--- src/rtl/seg_pkg.sv ---
// -----------------------------------------------------------------------------
// seg_pkg
// Shared constants for the seven-segment display path.
//   SEG_BLANK : all segments and decimal point off.
//   SEG_HEX   : 7-bit {g,f,e,d,c,b,a} codes for hex digits 0..F.
//   SEG_A..SEG_DP : bit positions of each segment in the 8-bit segment bus.
// -----------------------------------------------------------------------------
package seg_pkg;

   localparam int SEG_A  = 0;
   localparam int SEG_B  = 1;
   localparam int SEG_C  = 2;
   localparam int SEG_D  = 3;
   localparam int SEG_E  = 4;
   localparam int SEG_F  = 5;
   localparam int SEG_G  = 6;
   localparam int SEG_DP = 7;

   localparam logic [7:0] SEG_BLANK = 8'h00;

   localparam logic [6:0] SEG_HEX [0:15] = '{
      7'h3F, 7'h06, 7'h5B, 7'h4F, 7'h66, 7'h6D, 7'h7D, 7'h07,
      7'h7F, 7'h6F, 7'h77, 7'h7C, 7'h39, 7'h5E, 7'h79, 7'h71
   };

endpackage

--- src/rtl/hex7seg_decode.sv ---
// -----------------------------------------------------------------------------
// hex7seg_decode
// Combinational hex nibble to seven-segment pattern decoder.
// Ports:
//   nibble : 4-bit hex value to display.
//   segs   : 7-bit active-high {g,f,e,d,c,b,a} pattern.
// -----------------------------------------------------------------------------
module hex7seg_decode
   import seg_pkg::*;
(
   input  logic [3:0] nibble,
   output logic [6:0] segs
);

   assign segs = SEG_HEX[nibble];

endmodule

--- src/rtl/seg_scan_driver.sv ---
// -----------------------------------------------------------------------------
// seg_scan_driver
// Latches an N-nibble hex value on a load strobe and time-multiplexes it onto
// one shared segment bus with a one-hot digit enable. Each digit slot lasts
// SCAN_DIV clocks; the first clock of every slot is blanked to stop ghosting.
//
// Optional build macro: SEG_LEADING_ZERO_BLANK_EN
//   When defined, digits above the most significant nonzero nibble show a
//   blank segment bus (dp included) while their digit enable still pulses.
//   Digit 0 is always shown.
//
// Ports:
//   clk        : system clock, rising edge.
//   rst_n      : asynchronous active-low reset.
//   load       : capture value/dp_in into the shadow registers.
//   value      : hex nibbles, nibble 0 = digit 0.
//   dp_in      : per-digit decimal point request.
//   seg        : registered {dp,g,f,e,d,c,b,a}, active-high.
//   digit_sel  : registered one-hot digit enable, zero during blank.
//   frame_tick : one-cycle pulse coincident with digit 0's blank cycle.
// -----------------------------------------------------------------------------
module seg_scan_driver
   import seg_pkg::*;
#(
   parameter  int NUM_DIGITS = 4,
   parameter  int SCAN_DIV   = 1000,
   localparam int CNT_W      = $clog2(SCAN_DIV)
) (
   input  logic                    clk,
   input  logic                    rst_n,
   input  logic                    load,
   input  logic [4*NUM_DIGITS-1:0] value,
   input  logic [NUM_DIGITS-1:0]   dp_in,
   output logic [7:0]              seg,
   output logic [NUM_DIGITS-1:0]   digit_sel,
   output logic                    frame_tick
);

   localparam int IDX_W = $clog2(NUM_DIGITS);

   logic [4*NUM_DIGITS-1:0] shadow;
   logic [NUM_DIGITS-1:0]   dp_shadow;
   logic [CNT_W-1:0]        cnt;
   logic [IDX_W-1:0]        idx;

   logic [3:0]              nibble;
   logic                    dp_bit;
   logic [6:0]              segs;
   logic                    show;

   logic [7:0]              seg_next;
   logic [NUM_DIGITS-1:0]   sel_next;
   logic                    tick_next;

   // Shadow capture and scan position.
   // NOTE: sequential state uses non-blocking assignments so every register
   // samples pre-edge values regardless of process evaluation order.
   always_ff @(posedge clk or negedge rst_n) begin
      if (!rst_n) begin
         shadow    <= '0;
         dp_shadow <= '0;
         cnt       <= '0;
         idx       <= '0;
      end else begin
         if (load) begin
            shadow    <= value;
            dp_shadow <= dp_in;
         end
         if (cnt == CNT_W'(SCAN_DIV - 1)) begin
            cnt <= '0;
            idx <= (idx == IDX_W'(NUM_DIGITS - 1)) ? '0 : idx + 1'b1;
         end else begin
            cnt <= cnt + 1'b1;
         end
      end
   end

   // Single decoder on the currently selected digit.
   assign nibble = shadow[4*int'(idx) +: 4];
   assign dp_bit = dp_shadow[idx];

   hex7seg_decode u_decode (
      .nibble (nibble),
      .segs   (segs)
   );

`ifdef SEG_LEADING_ZERO_BLANK_EN
   logic [IDX_W-1:0] msd;

   // Highest nonzero nibble; stays 0 for an all-zero value so digit 0 shows.
   // NOTE: every combinational output gets a default before any branch so no
   // path leaves it unassigned and no latch is inferred.
   always_comb begin
      msd = '0;
      for (int i = 1; i < NUM_DIGITS; i++) begin
         if (shadow[4*i +: 4] != 4'h0) msd = IDX_W'(i);
      end
   end

   assign show = (idx <= msd);
`else
   assign show = 1'b1;
`endif

   always_comb begin
      seg_next  = SEG_BLANK;
      sel_next  = '0;
      tick_next = (cnt == '0) && (idx == '0);
      if (cnt != '0) begin
         sel_next = NUM_DIGITS'(1) << idx;
         if (show) seg_next = {dp_bit, segs};
      end
   end

   always_ff @(posedge clk or negedge rst_n) begin
      if (!rst_n) begin
         seg        <= SEG_BLANK;
         digit_sel  <= '0;
         frame_tick <= 1'b0;
      end else begin
         seg        <= seg_next;
         digit_sel  <= sel_next;
         frame_tick <= tick_next;
      end
   end

endmodule

--- config.mk ---
export PLATFORM = sky130hd
export DESIGN_NAME = seg_scan_driver
export DESIGN_NICKNAME = d
export VERILOG_FILES = /design/src/rtl/seg_pkg.sv /design/src/rtl/hex7seg_decode.sv /design/src/rtl/seg_scan_driver.sv
export SDC_FILE = /design/constraint.sdc
export NUM_CORES = 1
export LEC_CHECK = 0
export CAP_MARGIN = 20
export CORE_MARGIN = 2
export CORE_UTILIZATION = 40
export DETAILED_ROUTE_END_ITERATION = 10
export PLACE_DENSITY = 0.7
export SETUP_SLACK_MARGIN = 0.3
export SLEW_MARGIN = 20
export SYNTH_ARGS = -nofsm -noshare
export SYNTH_HDL_FRONTEND = slang
export SYNTH_SLANG_ARGS = --single-unit
export TNS_END_PERCENT = 5
--- constraint.sdc ---
create_clock -name clk -period 2.1 [get_ports clk]
set_clock_uncertainty 0.1 [all_clocks]
set_input_delay 0.63 -clock clk [delete_from_list [all_inputs] [get_ports clk]]
set_output_delay 0.63 -clock clk [all_outputs]
set_load 0.05 [all_outputs]
[Word level (Yosys, flattened, before mapping)]
Memories as Yosys holds them, arrays and structs flattened.
Cells that the tools add are included.
Widths: inputs -> output; s select.
Operators by class
  add/sub/neg operators: 2
  magnitude comparators: 2
  equal/unequal tests: 2
  shifts and indexed selects: 2
  muxes and demuxes: 8
  bitwise operators: 1
  reductions and logical operators: 4
Operators with widths (count)
  $shiftx 16x5->4: 1
  $mux 7: 2
  $add 10x1->10 const B: 1
  $eq 10x10->1 const B: 1
  $logic_not 10->1: 1
  $mux 10: 1
  $reduce_bool 10->1: 1
  $mux 8: 1
  $ge 5x5->1 const B: 1
  $not 4->5: 1
  $mux 4: 1
  $shl 1x2->4 const A: 1
  $lt 2x3->1 const B: 1
  $add 2x1->2 const B: 1
  $bmux 1 s2: 1
  $eq 2x2->1 const B: 1
  $logic_not 2->1: 1
  $mux 2: 1
  $logic_and 1x1->1: 1
  $mux 1: 1
Word-level totals
  bits in registers: 45
  memory bits (read-only): 112
  input bits: 23
  output and inout port bits: 13
  memories kept: 1
Memory list
  (no name shown): words 16, width 7, read ports 1, clocked after Yosys merged registers in 0, wr ports 0, line hex7seg_decode.sv:15  | assign segs = SEG_HEX[nibble];

[Longest topological paths before layout]
Gate-level depths: netlist of run 1.
  depth after elaboration: 6
  depth in mapped cells: 7
  gate-level depth less buffers: 6

[Cells and area by module]
A second synthesis of run 1 with hierarchy kept.
Second synthesis, totals
  cells, all modules: 173
  area, all modules: 2219.6 sq um
Modules (own cells, without submodules)
  seg_scan_driver: instances 1, cells an instance 140, area an instance 1936.9 sq um, seq. area each 1126.1 sq um
  hex7seg_decode: instances 1, cells an instance 33, area an instance 282.8 sq um, seq. area each 0.0 sq um

[Worst setup path before layout of run 1]
No wires, ideal clock.
  path type: flip-flop to flip-flop
  start point: register idx[0]
  end point: register seg[6]
  arrival: 1839 ps
  required time: 1906 ps
  path slack: 67 ps
  stages on the path, launching flop included: 6
  path buffers: 1
  period minus slack after synthesis: 2033 ps
  path through: dfrtp_1 -> buf_6 -> mux4_1 -> ha_1 -> mux2_1 -> a211oi_1
On the way
  longest elaborated chain between the ends: 6
RTL lines
  start: declaration: line seg_scan_driver.sv:44  | logic [IDX_W-1:0] idx;
  start signal: assignment: line seg_scan_driver.sv:71  | idx <= (idx == IDX_W'(NUM_DIGITS - 1)) ? '0 : idx + 1'b1;
  $shiftx 16x5->4: line seg_scan_driver.sv:79  | assign nibble = shadow[4*int'(idx) +: 4];
  $not 4->5 (not written as such): line hex7seg_decode.sv:15
  $mem_v2 16x7
  $mux 7 (not written as such) (2 in a row): line hex7seg_decode.sv:15
  $mux 8: line seg_scan_driver.sv:109  | if (cnt != '0) begin
  via seg_next[6]: line seg_scan_driver.sv:51  | logic [7:0] seg_next;
  end signal: assignment: line seg_scan_driver.sv:121  | seg <= seg_next;
  end: declaration: line seg_scan_driver.sv:34  | output logic [7:0] seg,
The timed path passes the listed nets, and every way through them passes these cells. The select of a mux whose other input is x is not followed.
A chain may end at the register's enable or synchronous reset.

[Worst setup path in the final report of run 1]
  start point: register idx[0]
  end point: register seg[0]
The elaborated chain is that of the path after synthesis.

==> flow_metrics.py, run 1 <==
metrics = {
    "power_and_ir_drop": {
        "power.total_mw": 2.04,
        "power_per_cell_area_nw_per_um2": 715,
        "vdd.ir_drop.worst_mv": 0.311,
        "total_leakage_power_nw": 1.23,
    },
    "critical_path": {
        "critPathMaxFanout": 6,
        "worst_setup_path_end_kind": "register",
        "critical_path_arrival_ns": 2.07,
        "timing.critical_path.from_type": "register",
        "timing.critical_path.required_ns": 2.23,
        "timing_worst_setup_path_type": "register to register",
    },
    "global_routing": {
        "grt_antenna_before_repair": 0,
        "first_global_vias": 1392,
        "global_route.overflow_total": 0,
        "grt_max_degree": 22,
        "grt_first_pass_wirelength_mm": 6.42,
        "grt.total_usage": 0.135,
    },
    "synthesis": {
        "ys_seq_elements": 45,
        "yosys_warnings": 0,
        "synth_nets": 206,
        "ys_async_sr_fraction": 1.00,
        "synth_top_cell_by_area": "sky130_fd_sc_hd__dfrtp_1",
        "syn-instance-count": 171,
        "top_post_synthesis_cells_by_count": "sky130_fd_sc_hd__dfrtp_1 (45), sky130_fd_sc_hd__mux2_2 (21), sky130_fd_sc_hd__ha_1 (12)",
        "syn_avg_cell_area_um2": 12.6,
        "ys_types": 38,
        "post-synth-top-count-cell": "sky130_fd_sc_hd__dfrtp_1",
        "ys_top_cells_by_area": "sky130_fd_sc_hd__dfrtp_1 (52%), sky130_fd_sc_hd__mux2_2 (11%), sky130_fd_sc_hd__ha_1 (7.0%)",
        "postSynth.topFlopCell": "sky130_fd_sc_hd__dfrtp_1",
        "post-synth-top-area-fraction": 0.524,
        "number_of_enable_flip_flop_cells_after_synthesis": 0,
        "ys_seq_area_frac": 0.524,
        "syn_area_um2": 2150,
    },
    "route": {
        "detail_route.vias_per_cell": 5.16,
        "detail_route.first_pass.iterations": 6,
        "first_iter_violations": 107,
        "met2RoutedLength_mm": 1.91,
        "route.layer.met1.wl_mm": 2.12,
        "postRouteAntennaNets": 0,
        "routed_wl_per_cell_um": 14.7,
        "top_layer": "met4",
        "met3RoutedLength_um": 194,
        "finalWirelength_mm": 4.28,
        "detailroute.via_count": 1502,
        "residual_drc": 0,
    },
    "job": {
        "max_cap_viol_count": 0,
    },
    "die": {
        "initial_core_util": 0.418,
        "height_of_the_chip_um": 77.3,
        "die_width_um": 77.3,
        "ioPinCount": 36,
        "rows": 26,
        "die-area_um2": 5980,
        "coreArea_um2": 5140,
    },
    "timing": {
        "setup_repair_after_global_routing_missed_its_margin": "yes",
        "final.min_clock_period_ns": 1.94,
        "min_period_over_period": 0.925,
        "finalHoldViolations": 0,
        "top_achievable_clock_speed_mhz": 515,
        "worstMarginPinSlew_ns": 0.511,
        "timing.setup.tns_ns": 0,
        "timing.final.setup_violations": 0,
        "timing.final.max_slew_violations": 0,
        "timing.max_slew.rel_slack": 0.655,
        "post-route-worst-setup-slack_ns": 0.158,
    },
    "placement": {
        "post_placement_setup_slack_ns": 0.0810,
        "dp_hpwl_mm": 2.78,
        "place.gp.congestion": 0.795,
        "port_buffers": 35,
    },
    "final_layout": {
        "antenna_cells": 0,
        "area.growth.synth_to_final_pct": 32.9,
        "layout-drive-gt1-share": 0.335,
        "nets": 255,
    },
    "min_path": {
        "timing.hold.worst.class": "input pin to asynchronous set/reset pin",
    },
    "clock_tree": {
        "clk_latency_ns": 0.29,
        "ctsLongestPathBuffers": 2,
        "cts-root-buf": "sky130_fd_sc_hd__clkbuf_8",
        "cts_buffers": 5,
        "tritoncts": "built",
        "cts_num_sinks": 45,
        "worst_setup_hold_path_clk_slew_ns": 0.08,
        "clock_tree.htree_level_count": 2,
    },
    "status": {
        "status": "finished, final reports clean",
    },
}
[critical path, cell delays in order (launching register included)]
cell                      delay [ns]
sky130_fd_sc_hd__dfrtp_2        0.43
sky130_fd_sc_hd__buf_4          0.15
sky130_fd_sc_hd__mux4_2         0.60
sky130_fd_sc_hd__or2_1          0.31
sky130_fd_sc_hd__a21oi_1        0.16
sky130_fd_sc_hd__o31a_1         0.14
[where the power goes]
part	internal [mW]	switching (mW)	total, mW
sequential	0.929	0.0335	0.963
clock	0.388	0.285	0.673
combinational	0.192	0.215	0.407
total	1.51	0.533	2.04
[sequential cells by signal, summed over array words and instances (netlist names)]
signal,cells
seg,8
shadow,16
frame_tick,1
cnt,10
idx,2
digit_sel,4
dp_shadow,4
[layout by cell type (no fill, tap or decap), types with 4 or more instances in the layout]
master / netlist / layout
sky130_fd_sc_hd__and2_1: 6 / 6
sky130_fd_sc_hd__mux2_2: 21 / 20
sky130_fd_sc_hd__dfrtp_1: 45 / 43
sky130_fd_sc_hd__nor2_1: 7 / 7
sky130_fd_sc_hd__ha_1: 12 / 8
sky130_fd_sc_hd__nor3_1: 4 / 4
sky130_fd_sc_hd__o21ai_0: 5 / 5
sky130_fd_sc_hd__buf_4: 0 / 24
sky130_fd_sc_hd__nand2_1: 8 / 8
sky130_fd_sc_hd__clkbuf_8: 0 / 6
sky130_fd_sc_hd__inv_1: 8 / 6
sky130_fd_sc_hd__clkdlybuf4s50_1: 0 / 21
sky130_fd_sc_hd__mux4_2: 2 / 4
[path summary, 6_finish.rpt]
kind                        start         to  slack, ns  depth (start not counted)
setup reg to reg           idx[0]     seg[0]       0.16                          5
min in group clk           cnt[0]     cnt[0]       0.39                          1
max in group asynchronous   rst_n     idx[1]       1.18                          2
hold / removal              rst_n  shadow[0]       0.12                          1
setup / recovery           idx[0]     seg[0]       0.16                          5
hold reg to reg            cnt[0]     cnt[0]       0.39                          1
[cell families (layout without fill, tap and decap cells)]
group | after synthesis | count (layout) | synth area share
DFF | 45 | 45 | 0.524
and+or+nand+nor | 44 | 44 | 0.109
muxes | 29 | 31 | 0.182
AOI/OAI and AO/OA | 18 | 18 | 0.0541
buffers and inverters | 17 | 65 | 0.0372
adders and majority gates | 12 | 12 | 0.0698
xor gates and xnor gates | 6 | 6 | 0.0244
[per-stage QoR]
| step | cells | utilization | instance area, um^2 | hold WS (ns) |
|---|---|---|---|---|
| 6_report | 291 | 0.556 | 2860 | 0.125 |
| 4_1_cts | 284 | 0.528 | 2710 | 0.119 |
| 2_1_floorplan | 171 | - | 2160 | 0.234 |
| 3_3_place_gp | 273 | 0.499 | 2560 | 0.374 |
| 5_1_grt | 291 | 0.556 | 2860 | 0.125 |
| 3_5_place_dp | 273 | 0.499 | 2560 | 0.380 |
[what timing repair did]
item	4_1_cts	5_1_grt
resized for setup	3	14
setup endpoints to repair	12	12
gates cloned	0	2
hold buffers	0	0
setup buffers	3	5
pin swaps	2	4
[area by class of cell]
| type | instances | area [um^2] |
|---|---|---|
| clock inverter | 1 | 30.0 |
| tap | 70 | 87.6 |
| fill | 443 | 2280 |
| timing repair buffer | 49 | 438 |
| inverter | 8 | 35.0 |
| sequential | 45 | 1130 |
| multi-input combinational | 111 | 1050 |
| clock buffer | 7 | 86.3 |
[layer usage]
metal	vias up	GRT usage
met5	-	0
met1	728	0.188
met3	8	0.0430
met4	0	0.0411
li1	714	-
met2	52	0.203
Note: power is estimated with default switching activity, not from simulation.
==> run 2: changes to the inputs <==
- GPL_TIMING_DRIVEN: not set -> 0
==> flow_metrics.py, run 2 (same netlist as run 1, synthesis figures left out) <==
metrics = {
    "critical_path": {
        "timing.critical_path.from_type": "register",
        "worst_setup_path_end_kind": "register",
        "startpoint": "idx[0]",
        "critPathMaxFanout": 5,
        "rr_endpoint": "seg[5]",
        "worst-r2r-cell-count": 6,
        "timing.critical_path.required_ns": 2.23,
        "critical_path.endpoint": "seg[5]",
        "r2r_start": "idx[0]",
        "timing_worst_setup_path_type": "register to register",
        "critical_path_arrival_ns": 2.13,
        "timing.reg2reg.setup_slack_ns": 0.09,
    },
    "route": {
        "routed_wl_per_cell_um": 13.3,
        "first_iter_violations": 83,
        "detail_route.first_pass.iterations": 4,
        "detail_route.vias_per_cell": 4.85,
        "residual_drc": 0,
        "postRouteAntennaNets": 0,
        "detailroute.via_count": 1406,
        "finalWirelength_mm": 3.85,
    },
    "power_and_ir_drop": {
        "vdd.ir_drop.worst_mv": 0.332,
        "total_leakage_power_nw": 1.19,
        "power.total_mw": 1.83,
        "clock_power_share": 0.271,
        "power_per_cell_area_nw_per_um2": 659,
        "p_sw_mw": 0.511,
        "pwr-share-seq": 0.520,
        "power_frac_comb": 0.208,
        "total_internal_power_mw": 1.32,
        "power_switching_share": 0.279,
    },
    "final_layout": {
        "multiInputGateArea_um2": 1000,
        "num-fill-cells": 489,
        "final_common_cell": "sky130_fd_sc_hd__dfrtp_1",
        "antenna_cells": 0,
        "finish.utilization": 0.541,
        "final_cell_count_no_fill": 290,
        "largestRegisters": "shadow x16, cnt x10, seg x8",
        "final_cell_mix": "sky130_fd_sc_hd__dfrtp_1 (45), sky130_fd_sc_hd__mux2_2 (21), sky130_fd_sc_hd__clkdlybuf4s50_1 (20)",
        "final_area_um2": 2780,
        "final-seq-area_um2": 1130,
        "nets": 256,
        "top_register": "shadow",
        "area.growth.synth_to_final_pct": 29.2,
        "flip_flop_count_of_the_largest_register_after_layout": 16,
        "layout-drive-gt1-share": 0.241,
    },
    "global_routing": {
        "grt_first_pass_wirelength_mm": 6.70,
        "grt_max_degree": 27,
        "global_route.overflow_total": 0,
        "grt.total_usage": 0.141,
        "grt_antenna_before_repair": 0,
        "first_global_vias": 1472,
    },
    "die": {
        "coreArea_um2": 5140,
        "ioPinCount": 36,
        "die-area_um2": 5980,
        "die_width_um": 77.3,
        "rows": 26,
        "height_of_the_chip_um": 77.3,
        "initial_core_util": 0.418,
    },
    "timing": {
        "timing.final.max_slew_violations": 0,
        "timing.setup.tns_ns": 0,
        "min_period_over_period": 0.955,
        "finalHoldViolations": 0,
        "timing.max_slew.rel_slack": 0.610,
        "worstMarginPinSlew_ns": 0.585,
        "setup_repair_after_global_routing_missed_its_margin": "yes",
        "holdWs_ns": 0.169,
        "top_achievable_clock_speed_mhz": 499,
        "post-route-worst-setup-slack_ns": 0.0940,
        "timing.final.setup_violations": 0,
        "final.min_clock_period_ns": 2.01,
    },
    "clock_tree": {
        "clk_latency_ns": 0.30,
        "cts_buffers": 5,
        "worst_setup_hold_path_clk_slew_ns": 0.08,
        "clock_tree.htree_level_count": 2,
        "tritoncts": "built",
        "cts_num_sinks": 45,
        "cts-root-buf": "sky130_fd_sc_hd__clkbuf_8",
        "post_cts_hold_buffer_count": 0,
        "ctsLongestPathBuffers": 2,
    },
    "placement": {
        "placed_cell_area_um2": 2600,
        "placedCellCount": 276,
        "dp_hpwl_mm": 2.70,
        "post_placement_setup_slack_ns": 0.0148,
        "port_buffers": 34,
        "place.gp.congestion": 0.805,
    },
    "min_path": {
        "timing.hold.worst.class": "input pin to asynchronous set/reset pin",
    },
    "job": {
        "max_cap_viol_count": 0,
    },
    "status": {
        "status": "finished, final reports clean",
    },
}
## run 2: worst min path at each step
| stage | start | to | slack (ns) |
|---|---|---|---|
| 4_1_cts | rst_n | cnt[0] | 0.19 |
| 5_1_grt | rst_n | digit_sel[3] | 0.19 |
| 3_3_place_gp | cnt[0] | cnt[0] | 0.38 |
| 6_report | rst_n | digit_sel[0] | 0.17 |
| 3_5_place_dp | cnt[0] | cnt[0] | 0.38 |
| 2_1_floorplan | rst_n | cnt[0] | 0.23 |
## run 2: timing repair
item / 4_1_cts / 5_1_grt
gates resized for setup: 17 / 8
endpoints found under the setup margin: 23 / 33
endpoints found under the hold margin: 0 / 0
buffers inserted: 6 / 2
pin swaps: 4 / 4
## run 2: layout make-up
cell class              instances  share of cell area
flip-flops and latches         45               0.405
multi-input cells             109               0.360
repair buffers                 43               0.145
well taps                      70              0.0315
clock buffers                   5              0.0248
plain buffers                   9              0.0180
inverters                       8              0.0135
clock inverters                 1             0.00180
## run 2: critical path: stages, from the launching register on
cell and delay, ns:
sky130_fd_sc_hd__dfrtp_1 0.37, sky130_fd_sc_hd__buf_6 0.13, sky130_fd_sc_hd__mux4_2 0.62, sky130_fd_sc_hd__ha_4 0.21, sky130_fd_sc_hd__buf_4 0.13, sky130_fd_sc_hd__mux2_2 0.25, sky130_fd_sc_hd__a21oi_1 0.12
## run 2: power groups by stage
stage               Combinational (mW)  Sequential (mW)  Clock [mW]
floorplan                        0.142             1.06           0
global placement                 0.361            0.970           0
detailed placement               0.369            0.972           0
CTS                              0.366            0.953       0.513
global route                     0.409            0.963       0.538
finish                           0.382            0.952       0.497
## run 2: layer usage
| layer | global-route usage | wire length, um | part of all wire | up-vias |
|---|---|---|---|---|
| met1 | 0.186 | 1760 | 0.46 | 659 |
| met3 | 0.0314 | 183 | 0.048 | 8 |
| met2 | 0.224 | 1830 | 0.48 | 41 |
| li1 | - | - | - | 698 |
| met5 | 0 | 0 | 0 | - |
| met4 | 0.0589 | 74 | 0.019 | 0 |
